File: src/rtl/jtflane_pcm_fetch.sv
// jtflane_pcm_fetch
//   Adapter between one K007232 PCM channel address bus and one 8-bit SDRAM ROM slot.
//   Keeps the byte for the current channel address and prefetches the next sequential
//   byte, so linear sample playback does not see SDRAM latency.
//
// Parameters
//   AW        address width of channel and slot (17, or 19 for PCM1 channels)
//   PREFETCH  1: fetch addr+1 after each capture/promote; 0: fetch on demand only
//
// Ports
//   clk, rst_n         system clock, asynchronous active-low reset
//   cen                chip clock enable; snd_addr is only looked at when cen=1
//   snd_addr           byte address requested by the PCM channel
//   snd_dout, snd_ok   registered byte for the last sampled address and its valid flag
//   rom_addr, rom_cs   request to the ROM slot; cs held until capture or retarget
//   rom_data, rom_ok   ROM slot response
//   miss_cnt           (JTFLANE_PCM_STATS_EN only) saturating count of cen-sampled misses
//
// Build option
//   `define JTFLANE_PCM_STATS_EN adds the miss_cnt output and its counter.
module jtflane_pcm_fetch #(
   parameter int unsigned AW       = 17,
   parameter int unsigned PREFETCH = 1
) (
   input  logic          clk,
   input  logic          rst_n,
   input  logic          cen,
   input  logic [AW-1:0] snd_addr,
   output logic [7:0]    snd_dout,
   output logic          snd_ok,
   output logic [AW-1:0] rom_addr,
   output logic          rom_cs,
   input  logic [7:0]    rom_data,
   input  logic          rom_ok
`ifdef JTFLANE_PCM_STATS_EN
   ,
   output logic [15:0]   miss_cnt
`endif
);

   typedef enum logic [1:0] {StIdle, StFetchCur, StFetchNxt} state_e;

   state_e        state;
   logic [AW-1:0] req_addr;
   logic [AW-1:0] cur_addr, nxt_addr;
   logic [7:0]    cur_data, nxt_data;
   logic          cur_vld, nxt_vld;
   logic          guard;
   logic          cs_q;

   logic hit, promote, wait_cur, miss, qok;

   assign hit      = cur_vld && (snd_addr == cur_addr);
   assign promote  = !hit && nxt_vld && (snd_addr == nxt_addr);
   // The channel re-presenting the address already being fetched is not a new miss;
   // retargeting here would restart the guard and could starve the fetch.
   assign wait_cur = (state == StFetchCur) && (snd_addr == req_addr);
   assign miss     = cen && !hit && !promote && !wait_cur;
   // The slot may still hold ok from the previous request for one cycle.
   assign qok      = rom_ok && !guard;

   assign rom_addr = req_addr;
   assign rom_cs   = cs_q;
   assign snd_dout = cur_data;
   assign snd_ok   = cur_vld;

   always_ff @(posedge clk or negedge rst_n) begin
      if (!rst_n) begin
         state    <= StIdle;
         req_addr <= '0;
         cur_addr <= '0;
         cur_data <= '0;
         cur_vld  <= 1'b0;
         nxt_addr <= '0;
         nxt_data <= '0;
         nxt_vld  <= 1'b0;
         guard    <= 1'b0;
         cs_q     <= 1'b0;
      end else begin
         guard <= 1'b0;
         if (miss) begin
            // Miss beats any ROM data arriving in the same cycle.
            cur_vld  <= 1'b0;
            nxt_vld  <= 1'b0;
            state    <= StFetchCur;
            req_addr <= snd_addr;
            cs_q     <= 1'b1;
            guard    <= 1'b1;
         end else if (cen && promote) begin
            // Only reachable from StIdle: nxt_vld is cleared whenever a fetch starts.
            cur_addr <= nxt_addr;
            cur_data <= nxt_data;
            cur_vld  <= 1'b1;
            nxt_vld  <= 1'b0;
            if (PREFETCH != 0) begin
               state    <= StFetchNxt;
               req_addr <= nxt_addr + AW'(1);
               cs_q     <= 1'b1;
               guard    <= 1'b1;
            end
         end else begin
            case (state)
               StFetchCur: begin
                  if (qok) begin
                     cur_data <= rom_data;
                     cur_addr <= req_addr;
                     cur_vld  <= 1'b1;
                     if (PREFETCH != 0) begin
                        state    <= StFetchNxt;
                        req_addr <= req_addr + AW'(1);
                        guard    <= 1'b1;
                     end else begin
                        state <= StIdle;
                        cs_q  <= 1'b0;
                     end
                  end
               end
               StFetchNxt: begin
                  if (qok) begin
                     nxt_data <= rom_data;
                     nxt_addr <= req_addr;
                     nxt_vld  <= 1'b1;
                     cs_q     <= 1'b0;
                     state    <= StIdle;
                  end
               end
               default: ;
            endcase
         end
      end
   end

`ifdef JTFLANE_PCM_STATS_EN
   always_ff @(posedge clk or negedge rst_n) begin
      if (!rst_n) begin
         miss_cnt <= '0;
      end else if (miss && (miss_cnt != 16'hFFFF)) begin
         miss_cnt <= miss_cnt + 16'd1;
      end
   end
`endif

endmodule

File: config.mk
export PLATFORM = sky130hd
export DESIGN_NAME = jtflane_pcm_fetch
export DESIGN_NICKNAME = d
export VERILOG_FILES = /design/src/rtl/jtflane_pcm_fetch.sv
export SDC_FILE = /design/constraint.sdc
export NUM_CORES = 1
export LEC_CHECK = 0
export BUFFER_PORTS_ARGS = -buffer_cell sky130_fd_sc_hd__buf_2
export CORE_MARGIN = 1.5
export CORE_UTILIZATION = 44
export CTS_CLUSTER_SIZE = 28
export DETAILED_ROUTE_END_ITERATION = 8
export PLACE_DENSITY = 0.74
export SLEW_MARGIN = 20
export SYNTH_ARGS = -nofsm -noshare
export SYNTH_HDL_FRONTEND = slang
export SYNTH_SLANG_ARGS = --single-unit
export TNS_END_PERCENT = 10
File: constraint.sdc
create_clock -name clk -period 3.6 [get_ports clk]
set_input_delay 0.18 -clock clk [delete_from_list [all_inputs] [get_ports clk]]
set_output_delay 0.18 -clock clk [all_outputs]
set_load 0.05 [all_outputs]
### Word-level counts from Yosys, hierarchy flattened

Index checks and enable logic that the tools add are counted.

| storage, ports and cells | value |
|---|---|
| register bits | 73 |
| output and inout bits | 27 |

| operators by class | value |
|---|---|
| eq/ne operators | 7 |
| bitwise gates (word level) | 2 |
| add/subtract/negate cells | 2 |
| multiplexer cells | 30 |
| reductions and logical operators | 24 |

Operators with widths:

| kind | number |
|---|---|
| $mux W17 | 7 |
| $eq A17 B17 Y1 | 3 |
| $add A17 B1 Y17 const B | 2 |
| $mux W8 | 3 |
| $mux W1 | 15 |
| $logic_and A1 B1 Y1 | 9 |
| $reduce_bool A3 Y1 | 3 |
| $mux W2 | 4 |
| $reduce_and A3 Y1 | 2 |
| $logic_not A1 Y1 | 4 |
| $ne A4 B3 Y1 const B | 1 |
| $ne A4 B4 Y1 const B | 1 |
| $pmux W2 S2 | 1 |
| $reduce_and A2 Y1 | 2 |
| $reduce_and A4 Y1 | 1 |
| $reduce_bool A2 Y1 | 2 |
| $reduce_bool A4 Y1 | 1 |
| $eq A2 B1 Y1 const B | 1 |
| $eq A2 B2 Y1 const B | 1 |
| $not A1 Y1 | 2 |

### Longest topological paths before layout

| logic depth | value |
|---|---|
| depth in word-level cells | 10 |
| depth in mapped cells | 16 |
| gate-level depth less buffers | 14 |

### Worst setup path after synthesis

OpenSTA, ideal clock, no wires.

| path | value |
|---|---|
| path type | register to register |
| start | register cur_addr[10] |
| end | register req_addr[14], in the netlist rom_addr[14] |
| buffers on the path | 1 |
| period minus slack after synthesis | 3.282 ns |
| data arrival time | 3.142 ns |
| library setup time | 0.141 ns |
| slack | 0.318 ns |
| cell stages (with the launch flop) | 15 |
| cells stage by stage | dfrtp_1 > xor2_1 > nor4_1 > nand4_1 > o2111a_1 > buf_2 > o21ai_0 > ha_1 > nand2_1 > nor4_1 > nand3_1 > xnor2_1 > nor2_1 > a22oi_1 > o221ai_2 |

| on the way | value |
|---|---|
| word-level cells in the longest chain between the ends | 10 |
| elaborated cells on any way between the ends | 15 |
| those cells by class | eq/ne (1); mux (2); reduce/logical (12) |

Ends and longest elaborated chain:

| item | line | text |
|---|---|---|
| start, declared | 45 | `logic [AW-1:0] cur_addr, nxt_addr;` |
| start signal, assigned | 91 | `cur_addr <= nxt_addr;` |
| start signal, assigned | 106 | `cur_addr <= req_addr;` |
| $eq A17 B17 Y1 (*) | 53 | `assign hit = cur_vld && (snd_addr == cur_addr);` |
| $logic_and A1 B1 Y1 (*) | 53 |  |
| $logic_not A1 Y1 (*) | 54, 58 |  |
| $logic_and A1 B1 Y1 (2 in series) | 54 | `assign promote = !hit && nxt_vld && (snd_addr == nxt_addr);` |
| $logic_not A1 Y1 | 58 | `assign miss = cen && !hit && !promote && !wait_cur;` |
| $logic_and A1 B1 Y1 (2 in series) | 58 |  |
| $reduce_bool A3 Y1 (no line) | n/a |  |
| $reduce_and A2 Y1 (no line) | n/a |  |
| end signal, assigned | 86 | `req_addr <= snd_addr;` |
| end signal, assigned | 97 | `req_addr <= nxt_addr + AW'(1);` |
| end signal, assigned | 110 | `req_addr <= req_addr + AW'(1);` |
| end, declared | 44 | `logic [AW-1:0] req_addr;` |

Every way passes the cells marked *; elsewhere a longest branch is shown, timed or not.
A chain may end at the register's enable or synchronous reset.

### Final worst setup path

| path | value |
|---|---|
| start | register cur_addr[13] |
| end | register req_addr[14], in the netlist rom_addr[14] |

The elaborated chain is that of the path after synthesis.

==> run metrics <==
Synth async-reset ratio 100%; Die ar. 10800 µm²; slowest cell on the critical path dfrtp_1; number of synthesized flops with an enable pin 0; Placeable Area 9820 µm²; leakage 2.16 nW; fin util 52.1%; Clk pin slew, worst setup/hold paths 90 ps; row cnt 36; Placed Instances 628; Ant. Diodes 0; Max FO, Critical Path 7; CP delay by family, top simple AND/OR/NAND/NOR gates; Syn Area/Cell 9.96 µm²; total global-route track usage 23.3%; Tmin final 3340 ps; critical path startpoint category flip-flop; met2 GRT Util 37.1%; VDD IR max 0.366 mV; Synth Area in XOR/XNOR 15.7%; most common cell after layout, fill and taps aside dfrtp_1; Area Overhead vs Synth 14.4%; Multi-input gate area 2450 µm²; actual slew at the worst max-slew pin 938 ps; Mapped Nets 479; gpl congestion 0.903; via count 3668; initial detailed-routing violation count 211; layout cell share with drive strength beyond 1 27.0%; crit path from cur_addr[13]; Distinct cells, synth 40; Yosys top cell area share 40.8%; Slew HR 37.5%; sequential cell area fraction in the yosys report 40.8%; clk sinks 73; first-pass GRT wire length 19.7 mm; reg-to-reg slack, setup 260 ps; IO buf count 55; met1 Use GR 31.1%; setup violators final 0; final hold vios 0; reg2reg end rom_addr[14]; Layout Cells excl Fill 647; ys flop type dfrtp_1; Post-Syn Area 4470 µm²; TNS Setup 0 ps; cells on worst reg2reg path 14; Synth Register Bits 73; CP peak stage delay 390 ps; post-synthesis share of cell area spent on and, or, nand and nor gates 13.5%; Total Wirelength 11.9 mm; Gate Count Post-Synth 449; Clk Tree Root Cell clkbuf_8; critical-path cell list xor2_1 > nor4_1 > nand4_1 > o2111a_2 > o21ai_0 > ha_2 > nand2_1 > nor4_2 > buf_4 > nand3_1 > xnor2_1 > nor2_1 > a22oi_1 > o221ai_2; crit end category flip-flop; PD cells 485 nW/µm²; Synth area leader dfrtp_1; nets@finish 539; CP required 3810 ps; hold slack final 57.2 ps; pin count of the biggest net entering global routing 74; Inserted Clock Buffers 9; register area 1830 µm²; clk_skew 8.74 ps; RSZ-0062 raised after global routing no; Reg2Reg Launch Point cur_addr[13]; global-route layer with the greatest usage met2; Crit path arrival time 3550 ps; met3 global-route usage 4.78%; drt first pass iters 5; crit path kind flip-flop to flip-flop; CP Depth 14; Final ANT Viol Nets 0; f_max 299 MHz; number of vias per cell 5.67; Die Y 104 µm; Worst Setup EP rom_addr[14]; initial antenna violation count 0; maximum clock insertion buffer count 2; status completed; initial core utilization 45.6%; Die Span X 104 µm; DRC Markers 0; H-tree depth 3; number of global-route vias before repair 3772; Synth Warn # 0; mux share of post-synthesis cell area 11.9%; most frequent cells in the layout dfrtp_1, o21ai_0, buf_2; Worst-Skew Late Latency 360 ps; Final Max Tran Viols 0; Max Cap Violations 0; Routed wire per std cell 18.4 µm; Synth Area in Compound Gates 12.9%; Tcrit/Tclk final 92.9%; adder-cell share of the synthesized area 0.280%; worst path bufs/invs 1; Tightest Hold Check Type input port to flip-flop; global-route congestion overflow total 0; main combinational cell family by area after synthesis XOR/XNOR gates; DP Wirelength 8.52 mm; CTS tree done; FILL cells 942; most area-consuming cells after synthesis dfrtp_1, xnor2_1, mux2_2; IO Count 56
-- layout make-up --
type | count | area share (%)
inverters | 19 | 1.39
clock buffers | 9 | 2.42
well taps | 133 | 3.25
clock inverters | 7 | 1.20
repair buffers | 74 | 8.26
multi-input cells | 332 | 47.8
flip-flops and latches | 73 | 35.7
-- cell families (layout without fill, tap and decap cells) --
family,count (synthesis),count (layout)
buf+inv,44,109
fa+ha+maj,1,1
flops,73,73
compound gates,85,85
mux,47,47
xor+xnor,80,80
simple gates,119,119
-- flip-flops by register name, indices dropped and copies added (netlist names) --
name and count:
rom_addr 17, state 2, snd_ok 1, guard 1, rom_cs 1, cur_addr 17
nxt_addr 17, snd_dout 8, nxt_vld 1, nxt_data 8
-- synth_stat cells (5+ instances only) --
| cell type | number |
|---|---|
| dfrtp_1 | 73 |
| o21ai_0 | 57 |
| nand2_1 | 50 |
| xnor2_1 | 44 |
| xor2_1 | 36 |
| mux2_2 | 29 |
| inv_1 | 19 |
| nand3_1 | 16 |
| clkbuf_1 | 12 |
| mux2_1 | 10 |
| nand4_1 | 10 |
| nor2_1 | 10 |
| nor4_1 | 10 |
| o221ai_2 | 9 |
| o221ai_1 | 7 |
| buf_2 | 6 |
| buf_6 | 6 |
| mux2i_1 | 5 |
| nor3_1 | 5 |
-- timing repair --
item                       in CTS  in global routing
hold endpoints to repair       21                  0
setup endpoints to repair       0                  2
hold buffers                    1                  0
buffers inserted                0                  2
resized for setup               0                  4
-- how the worst min path moves through the flow --
stage | start | endpoint | cells after the start
floorplan | rst_n | cur_addr[0] | 0
finish | rom_data[4] | nxt_data[4] | 2
global route | rom_data[4] | nxt_data[4] | 2
detailed placement | rst_n | snd_dout[3] | 1
CTS | rom_data[4] | nxt_data[4] | 2
global placement | rst_n | snd_dout[3] | 1
-- metrics by stage --
stage / area, µm² / setup slack (ps) / total power [mW]
2_1_floorplan: 4470 / 318 / 1.62
3_3_place_gp: 4890 / 166 / 1.84
3_5_place_dp: 4890 / 44.4 / 1.86
4_1_cts: 5090 / 8.05 / 2.48
5_1_grt: 5120 / 2.28 / 2.60
6_report: 5120 / 257 / 2.48
-- layer usage --
metal	vias to the layer above	part of all wire, %	routed length, µm
li1	1684	-	-
met1	1783	43	5060
met2	174	47	5590
met3	27	7.8	921
met4	0	2.5	293
met5	-	0	0
-- report_power, final --
group / leakage [nW] / switching, mW / total (mW) / internal (mW)
clock network: 0.0888 / 0.362 / 0.626 / 0.263
logic: 1.15 / 0.463 / 0.744 / 0.281
registers: 0.925 / 0.142 / 1.11 / 0.971
total: 2.16 / 0.967 / 2.48 / 1.52
No activity file was read; power rests on OpenSTA's default activity.
